### config.mk
export PLATFORM = sky130hd
export DESIGN_NAME = pipeline_mdu_flat
export DESIGN_NICKNAME = d
export VERILOG_FILES = /design/src/rtl/pipeline_mdu_if.sv /design/src/rtl/pipeline_mdu.sv /design/src/flat_wrapper.sv
export SDC_FILE = /design/constraint.sdc
export NUM_CORES = 1
export LEC_CHECK = 0
export CAP_MARGIN = 20
export CELL_PAD_IN_SITES_DETAIL_PLACEMENT = 0
export CELL_PAD_IN_SITES_GLOBAL_PLACEMENT = 1
export CORE_UTILIZATION = 45
export DETAILED_ROUTE_END_ITERATION = 7
export PLACE_DENSITY_LB_ADDON = 0.1
export SETUP_SLACK_MARGIN = 0.05
export SYNTH_ARGS = -nofsm -noshare
export SYNTH_HDL_FRONTEND = slang
export SYNTH_SLANG_ARGS = --single-unit
### constraint.sdc
create_clock -name clk -period 6.9 [get_ports clk]
set_clock_uncertainty 0.15 [all_clocks]
set_input_delay 0.69 -clock clk [delete_from_list [all_inputs] [get_ports clk]]
set_output_delay 0.69 -clock clk [all_outputs]
set_load 0.03 [all_outputs]
### src/rtl/pipeline_mdu_if.sv
// Request/response bundle between the EX stage and the multiply/divide unit.
// Latency: none, wires only.
// Backpressure: the EX stage holds its request while busy is high.
//
// master: EX-stage side, drives start/flush/op/rs1/rs2/rd_in and reads the results.
// slave : MDU side, reads the request and drives busy/done/result/rd_out.
interface pipeline_mdu_if #(
   parameter int XLEN = 32
);
   logic            start;
   logic            flush;
   logic [2:0]      op;
   logic [XLEN-1:0] rs1;
   logic [XLEN-1:0] rs2;
   logic [4:0]      rd_in;
   logic            busy;
   logic            done;
   logic [XLEN-1:0] result;
   logic [4:0]      rd_out;

   modport master (
      output start, flush, op, rs1, rs2, rd_in,
      input  busy, done, result, rd_out
   );

   modport slave (
      input  start, flush, op, rs1, rs2, rd_in,
      output busy, done, result, rd_out
   );
endinterface

### src/rtl/pipeline_mdu.sv
// Iterative RV32M multiply/divide unit beside the EX-stage ALU.
// Latency: XLEN/MUL_BITS+1 cycles for multiplies, XLEN+1 for divides, 1 for div-by-zero/overflow.
// Backpressure: busy is high while iterating; start is ignored then, flush aborts without a done pulse.
//
// Ports: clk (rising edge), reset (async, active low), mdu (slave modport):
//   start/op/rs1/rs2/rd_in issue a request, flush kills the in-flight op,
//   busy marks CALC, done pulses for one cycle with result/rd_out (held until the next completion).
module pipeline_mdu #(
   parameter int XLEN     = 32,  // even, >= 8
   parameter int MUL_BITS = 1    // 1, 2 or 4; must divide XLEN
) (
   input  logic          clk,
   input  logic          reset,
   pipeline_mdu_if.slave mdu
);

   localparam int CW = $clog2(XLEN) + 1;
   localparam int W2 = 2 * XLEN;
   localparam int WP = XLEN + MUL_BITS;

   typedef enum logic [1:0] {IDLE, CALC, DONE} state_t;

   state_t          state;
   logic [2:0]      op_q;
   logic            neg_q;      // negate the final magnitude
   logic [XLEN-1:0] opnd;       // multiplicand magnitude, or divisor magnitude
   logic [W2-1:0]   acc;        // mul: {partial hi, multiplier}; div: {remainder, dividend/quotient}
   logic [CW-1:0]   cnt;
   logic [4:0]      rd_q;
   logic            busy_q;
   logic            done_q;
   logic [XLEN-1:0] result_q;
   logic [4:0]      rd_out_q;

   assign mdu.busy   = busy_q;
   assign mdu.done   = done_q;
   assign mdu.result = result_q;
   assign mdu.rd_out = rd_out_q;

   // ---------------- accept-time decode ----------------
   logic            signed_a, signed_b;
   logic            sgn_a, sgn_b;
   logic            is_div, div_zero, div_ovf, accept;
   logic [XLEN-1:0] mag_a, mag_b, fast_res;

   always_comb begin
      signed_a = 1'b0;
      signed_b = 1'b0;
      unique case (mdu.op)
         3'b000, 3'b001, 3'b100, 3'b110: begin
            signed_a = 1'b1;
            signed_b = 1'b1;
         end
         3'b010: signed_a = 1'b1;
         default: ;
      endcase
      sgn_a    = signed_a & mdu.rs1[XLEN-1];
      sgn_b    = signed_b & mdu.rs2[XLEN-1];
      mag_a    = sgn_a ? -mdu.rs1 : mdu.rs1;
      mag_b    = sgn_b ? -mdu.rs2 : mdu.rs2;
      is_div   = mdu.op[2];
      div_zero = is_div & (mdu.rs2 == {XLEN{1'b0}});
      div_ovf  = is_div & ~mdu.op[0]
               & (mdu.rs1 == {1'b1, {(XLEN-1){1'b0}}})
               & (mdu.rs2 == {XLEN{1'b1}});
      // op[1] selects remainder for the divide group
      if (div_zero)
         fast_res = mdu.op[1] ? mdu.rs1 : {XLEN{1'b1}};
      else
         fast_res = mdu.op[1] ? {XLEN{1'b0}} : mdu.rs1;
      accept   = mdu.start & ~mdu.flush & (state != CALC);
   end

   // ---------------- one iteration step ----------------
   logic [WP-1:0]   partial, psum;
   logic [XLEN:0]   shl, trial;
   logic [W2-1:0]   acc_nxt, full;
   logic [XLEN-1:0] mag_res, calc_res;

   always_comb begin
      // shift-add: add opnd * next multiplier digit into the high half, shift right
      partial = WP'(opnd) * WP'(acc[MUL_BITS-1:0]);
      psum    = WP'(acc[W2-1:XLEN]) + partial;
      // restoring divide: shift in the next dividend bit, subtract if it fits
      shl     = {acc[W2-1:XLEN], acc[XLEN-1]};
      trial   = shl - {1'b0, opnd};
      if (op_q[2]) begin
         if (!trial[XLEN])
            acc_nxt = {trial[XLEN-1:0], acc[XLEN-2:0], 1'b1};
         else
            acc_nxt = {shl[XLEN-1:0], acc[XLEN-2:0], 1'b0};
      end else begin
         acc_nxt = {psum, acc[XLEN-1:MUL_BITS]};
      end

      // final result is formed from the value the last step produces
      full    = neg_q ? -acc_nxt : acc_nxt;
      mag_res = op_q[1] ? acc_nxt[W2-1:XLEN] : acc_nxt[XLEN-1:0];
      if (op_q[2])
         calc_res = neg_q ? -mag_res : mag_res;
      else if (op_q[1:0] == 2'b00)
         calc_res = full[XLEN-1:0];
      else
         calc_res = full[W2-1:XLEN];
   end

   // ---------------- control / state ----------------
   always_ff @(posedge clk or negedge reset) begin
      if (!reset) begin
         state    <= IDLE;
         op_q     <= 3'b000;
         neg_q    <= 1'b0;
         opnd     <= '0;
         acc      <= '0;
         cnt      <= '0;
         rd_q     <= 5'd0;
         busy_q   <= 1'b0;
         done_q   <= 1'b0;
         result_q <= '0;
         rd_out_q <= 5'd0;
      end else if (mdu.flush && state != IDLE) begin
         // abort; result/rd_out keep the last completed values
         state  <= IDLE;
         busy_q <= 1'b0;
         done_q <= 1'b0;
      end else if (accept) begin
         op_q  <= mdu.op;
         rd_q  <= mdu.rd_in;
         // remainder takes the dividend sign, everything else the sign product
         neg_q <= (mdu.op[2] & mdu.op[1]) ? sgn_a : (sgn_a ^ sgn_b);
         opnd  <= is_div ? mag_b : mag_a;
         acc   <= {{XLEN{1'b0}}, (is_div ? mag_a : mag_b)};
         if (div_zero || div_ovf) begin
            state    <= DONE;
            busy_q   <= 1'b0;
            done_q   <= 1'b1;
            result_q <= fast_res;
            rd_out_q <= mdu.rd_in;
         end else begin
            state  <= CALC;
            busy_q <= 1'b1;
            done_q <= 1'b0;
            cnt    <= is_div ? CW'(XLEN) : CW'(XLEN / MUL_BITS);
         end
      end else if (state == CALC) begin
         acc <= acc_nxt;
         cnt <= cnt - CW'(1);
         if (cnt == CW'(1)) begin
            state    <= DONE;
            busy_q   <= 1'b0;
            done_q   <= 1'b1;
            result_q <= calc_res;
            rd_out_q <= rd_q;
         end
      end else begin
         state  <= IDLE;
         busy_q <= 1'b0;
         done_q <= 1'b0;
      end
   end

endmodule

### src/flat_wrapper.sv
// flat-port wrapper written by rule: the top's interface ports become plain ports
module pipeline_mdu_flat 
#(
   parameter int XLEN     = 32,               
   parameter int MUL_BITS = 1                                  
)
  (clk, reset, mdu_start, mdu_flush, mdu_op, mdu_rs1, mdu_rs2, mdu_rd_in, mdu_busy, mdu_done, mdu_result, mdu_rd_out);
  pipeline_mdu_if #(.XLEN(XLEN)) mdu_i ();
  input  logic clk;
  input  logic reset;
  input wire logic [$bits(mdu_i.start)-1:0] mdu_start;
  input wire logic [$bits(mdu_i.flush)-1:0] mdu_flush;
  input wire logic [$bits(mdu_i.op)-1:0] mdu_op;
  input wire logic [$bits(mdu_i.rs1)-1:0] mdu_rs1;
  input wire logic [$bits(mdu_i.rs2)-1:0] mdu_rs2;
  input wire logic [$bits(mdu_i.rd_in)-1:0] mdu_rd_in;
  output wire logic [$bits(mdu_i.busy)-1:0] mdu_busy;
  output wire logic [$bits(mdu_i.done)-1:0] mdu_done;
  output wire logic [$bits(mdu_i.result)-1:0] mdu_result;
  output wire logic [$bits(mdu_i.rd_out)-1:0] mdu_rd_out;
  assign mdu_i.start = mdu_start;
  assign mdu_i.flush = mdu_flush;
  assign mdu_i.op = mdu_op;
  assign mdu_i.rs1 = mdu_rs1;
  assign mdu_i.rs2 = mdu_rs2;
  assign mdu_i.rd_in = mdu_rd_in;
  assign mdu_busy = mdu_i.busy;
  assign mdu_done = mdu_i.done;
  assign mdu_result = mdu_i.result;
  assign mdu_rd_out = mdu_i.rd_out;
  pipeline_mdu #(.XLEN(XLEN), .MUL_BITS(MUL_BITS)) u_core (.clk(clk), .reset(reset), .mdu(mdu_i));
endmodule
==> results of run 1 <==
-- routing by layer --
metal / part of all wire (%) / vias up
li1: - / 9507
met1: 41 / 10000
met2: 43 / 1243
met3: 11 / 188
met4: 5.2 / 0
met5: 0 / -
-- area by class of cell --
| cell class | count | area share (%) |
|---|---|---|
| multi-input cells | 2166 | 66.0 |
| flip-flops and latches | 150 | 18.4 |
| repair buffers | 177 | 7.88 |
| well taps | 525 | 3.21 |
| clock buffers | 17 | 2.08 |
| inverters | 79 | 1.45 |
| clock inverters | 15 | 0.990 |
| diodes | 1 | 0.0122 |
-- sequential cells by signal (all words and copies together), names as in the netlist --
name / count
u_core.opnd: 32
u_core.op_q: 3
u_core.acc: 64
u_core.rd_q: 5
u_core.state: 2
u_core.mdu.rd_out: 5
u_core.cnt: 6
u_core.neg_q: 1
u_core.mdu.result: 32
-- worst register-to-register path, delay by kind of cell (launching register included) --
| kind | cells | cell delay (ns) |
|---|---|---|
| and+or+nand+nor | 9 | 2.48 |
| AOI/OAI and AO/OA | 8 | 2.07 |
| xor gates and xnor gates | 1 | 0.32 |
| DFF | 1 | 0.48 |
| adders and majority gates | 2 | 0.71 |
| buffers and inverters | 1 | 0.13 |
-- path summary, 6_finish.rpt --
| path | startpoint | to | slack, ns | cells after the start |
|---|---|---|---|---|
| max | u_core.acc[44]$_DFFE_PN0P_ | u_core.mdu.result[12]$_DFFE_PN0P_ | 0.43 | 21 |
| min | reset | u_core.opnd[6]$_DFFE_PN0P_ | 0.004 | 1 |
| max reg2reg | u_core.acc[44]$_DFFE_PN0P_ | u_core.mdu.result[12]$_DFFE_PN0P_ | 0.43 | 21 |
| min reg2reg | u_core.rd_q[1]$_DFFE_PN0P_ | u_core.rd_q[1]$_DFFE_PN0P_ | 0.33 | 2 |
| max in group asynchronous | reset | u_core.opnd[26]$_DFFE_PN0P_ | 5.37 | 2 |
| min in group clk | u_core.rd_q[1]$_DFFE_PN0P_ | u_core.rd_q[1]$_DFFE_PN0P_ | 0.33 | 2 |
-- cell usage after synthesis (all sizes together) (19+ instances only) --
library cell,count,area (sq um)
or3,26,163
xor2,72,631
or2,20,128
and2,46,288
nor2,227,852
o211ai,38,285
o21ai,276,1390
inv,77,289
nor4,26,199
nand2,334,1260
nand2b,19,119
nand3,63,335
mux2,32,360
mux2i,43,430
a211oi,46,360
dfrtp,150,3750
buf,50,272
nand4,39,250
clkbuf,120,450
nor3,71,365
a21oi,240,1230
ha,71,888
xnor2,82,718
a21o,30,225
and3,21,131
o31ai,31,233
a31oi,38,238
-- through the flow --
step	hold slack, ns	total power, W	utilization (%)	instance area [sq um]
floorplan	0.244	0.00468	-	18300
global placement	0.305	0.00644	49.7	19800
detailed placement	0.315	0.00646	49.7	19800
CTS	0.0128	0.00754	51.3	20500
global route	0.0445	0.00810	51.3	20500
finish	0.00433	0.00772	51.3	20500
-- where the power goes --
part	internal [W]	leakage (nW)	switching [W]
combinational	0.00176	6.05	0.00339
sequential	0.00114	1.89	0.000370
clock	0.000554	0.304	0.000501
total	0.00346	8.24	0.00426
-- logic make-up after synthesis --
family          count (synthesis)
mux                            77
fa+ha+maj                      73
flops                         150
xor+xnor                      154
compound gates                899
buf+inv                       249
simple gates                  963
==> impl_metrics.sql, run 1 <==
INSERT INTO impl_metrics (metric_group, metric, value, unit) VALUES
('yosys', 'synth_enable_flop_cells', '0', ''),
('floorplan', 'boundaryPins', '115', ''),
('yosys', 'yosys.area_share.simple', '25.5', '%'),
('floorplan', 'design.die.area', '41400', 'sq um'),
('worst_setup_path', 'path_buf_inv', '1', ''),
('timing', 'setup_viol', '0', ''),
('cts', 'max-clock-path-buffers', '2', ''),
('cells_and_area', 'layout.nets', '2740', ''),
('yosys', 'synth.net_count', '2714', ''),
('worst_setup_path', 'worst_ep_arrival_time', '6.73', 'ns'),
('cells_and_area', 'register_area', '3760', 'sq um'),
('grt', 'vias_in_the_first_global_route', '19300', ''),
('cts', 'postCtsResizedCells', '0', ''),
('timing', 'min_period', '6.47', 'ns'),
('cts', 'clk-insertion-delay-late', '0.51', 'ns'),
('power_and_ir_drop', 'ir_worst_vdd', '0.166', 'mV'),
('grt', 'fraction_of_met3_tracks_used_by_global_routing', '8.82', '%'),
('placement', 'hpwlAfterDp', '67200', 'microns'),
('timing', 'final.period_utilization', '93.7', '%'),
('yosys', 'synth_top_family_by_area', 'compound AO/OA/AOI/OAI gates', ''),
('worst_setup_path', 'endpoint_kind', 'flip-flop', ''),
('yosys', 'post_synth_mux_area_share', '4.58', '%'),
('detailed_routing', 'avgViaCountPerCell', '6.70', ''),
('worst_setup_path', 'cp_max_fo', '8', ''),
('yosys', 'synth_sequential_area_ratio', '20.6', '%'),
('yosys', 'syn_avg_cell_area', '7.12', 'sq um'),
('timing', 'final_hold_viol_count', '0', ''),
('floorplan', 'dieWidth', '203', 'microns'),
('hold_path', 'hold_class', 'input pin to asynchronous set/reset pin', ''),
('worst_setup_path', 'required_arrival_time_at_the_worst_endpoint', '7.16', 'ns'),
('grt', 'largest_net_degree_at_the_start_of_global_routing', '101', ''),
('floorplan', 'core_area', '39900', 'sq um'),
('grt', 'use_met2', '62.7', '%'),
('timing', 'rsz0062_at_grt', 'false', ''),
('worst_setup_path', 'crit_family', 'simple AND/OR/NAND/NOR gates', ''),
('cells_and_area', 'area_delta_synth_final', '12.1', '%'),
('worst_setup_path', 'critical_path.slowest_cell', 'sky130_fd_sc_hd__dfrtp_1', ''),
('yosys', 'syn-cell-area', '18300', 'sq um'),
('outcome', 'run_status', 'finished clean', ''),
('placement', 'gpl.final_weighted_congestion', '1.04', ''),
('timing', 'timing.setup.tns', '0', 'ns'),
('grt', 'globalRoute.totalOverflow', '0', ''),
('grt', 'grt_util_met1', '55.3', '%'),
('worst_setup_path', 'timing.critical_path.slowest_cell_delay', '0.48', 'ns'),
('floorplan', 'initial_utilization', '45.8', '%'),
('power_and_ir_drop', 'leakage', '8.24', 'nW'),
('timing', 'max_freq', '0.155', 'GHz'),
('detailed_routing', 'drt_first_pass_iters', '6', ''),
('power_and_ir_drop', 'pwr_density_cell', '377', 'nW/um^2'),
('cells_and_area', 'fill_cell_instance_count_of_the_final_layout', '3977', ''),
('yosys', 'synth-main-ff-cell', 'sky130_fd_sc_hd__dfrtp_1', ''),
('grt', 'antenna_violations_before_repair', '3', ''),
('cells_and_area', 'most_frequent_standard_cell_in_the_layout_excluding_fill_and_tap_cells', 'sky130_fd_sc_hd__nand2_1', ''),
('cts', 'post-cts-setup-buffer-count', '0', ''),
('yosys', 'synth-adder-area-share', '5.08', '%'),
('detailed_routing', 'antenna_left', '0', ''),
('timing', 'fin_ws', '0.435', 'ns'),
('cts', 'clockRootBuffer', 'sky130_fd_sc_hd__clkbuf_16', ''),
('flow_run', 'cap_violations', '0', ''),
('placement', 'worst_setup_slack_after_placement', '0.366', 'ns'),
('cts', 'cts_max_level', '4', ''),
('detailed_routing', 'drcViolationCount', '0', ''),
('yosys', 'synth_compound_gate_area_share', '31.4', '%'),
('timing', 'tightest_slew', '1.13', 'ns'),
('worst_setup_path', 'cp_cell_sequence', 'ha_1 -> a21oi_1 -> o21ai_1 -> or2_1 -> o2111a_2 -> o31ai_2 -> nor2_1 -> or2_2 -> inv_1 -> ha_1 -> o21a_1 -> nor2b_1 -> nand2_1 -> or3_1 -> nor2_1 -> and4_1 -> nand2_1 -> o21ai_0 -> xor2_1 -> a221oi_1 -> a221oi_1', ''),
('placement', 'placed_cells_incl_taps', '3097', ''),
('yosys', 'synthDistinctLibCells', '103', ''),
('yosys', 'yosysWarnings', '0', ''),
('detailed_routing', 'dr.first_iter.drc_count', '2685', ''),
('detailed_routing', 'drt-wirelength-per-cell', '27.3', 'microns'),
('yosys', 'gate_count_post_synth', '2565', '');
Note: power is estimated with default switching activity, not from simulation.
==> run 2, diff against run 1 <==
--- a/config.mk
+++ b/config.mk
@@ -9,9 +9,11 @@
 export CELL_PAD_IN_SITES_DETAIL_PLACEMENT = 0
 export CELL_PAD_IN_SITES_GLOBAL_PLACEMENT = 1
 export CORE_UTILIZATION = 45
+export CTS_CLUSTER_DIAMETER = 120
 export DETAILED_ROUTE_END_ITERATION = 7
 export PLACE_DENSITY_LB_ADDON = 0.1
 export SETUP_SLACK_MARGIN = 0.05
+export SKIP_CTS_REPAIR_TIMING = 1
 export SYNTH_ARGS = -nofsm -noshare
 export SYNTH_HDL_FRONTEND = slang
 export SYNTH_SLANG_ARGS = --single-unit
==> results of run 2 <==
Same layout as run 1: the final DEF is identical, and so are final timing and power.
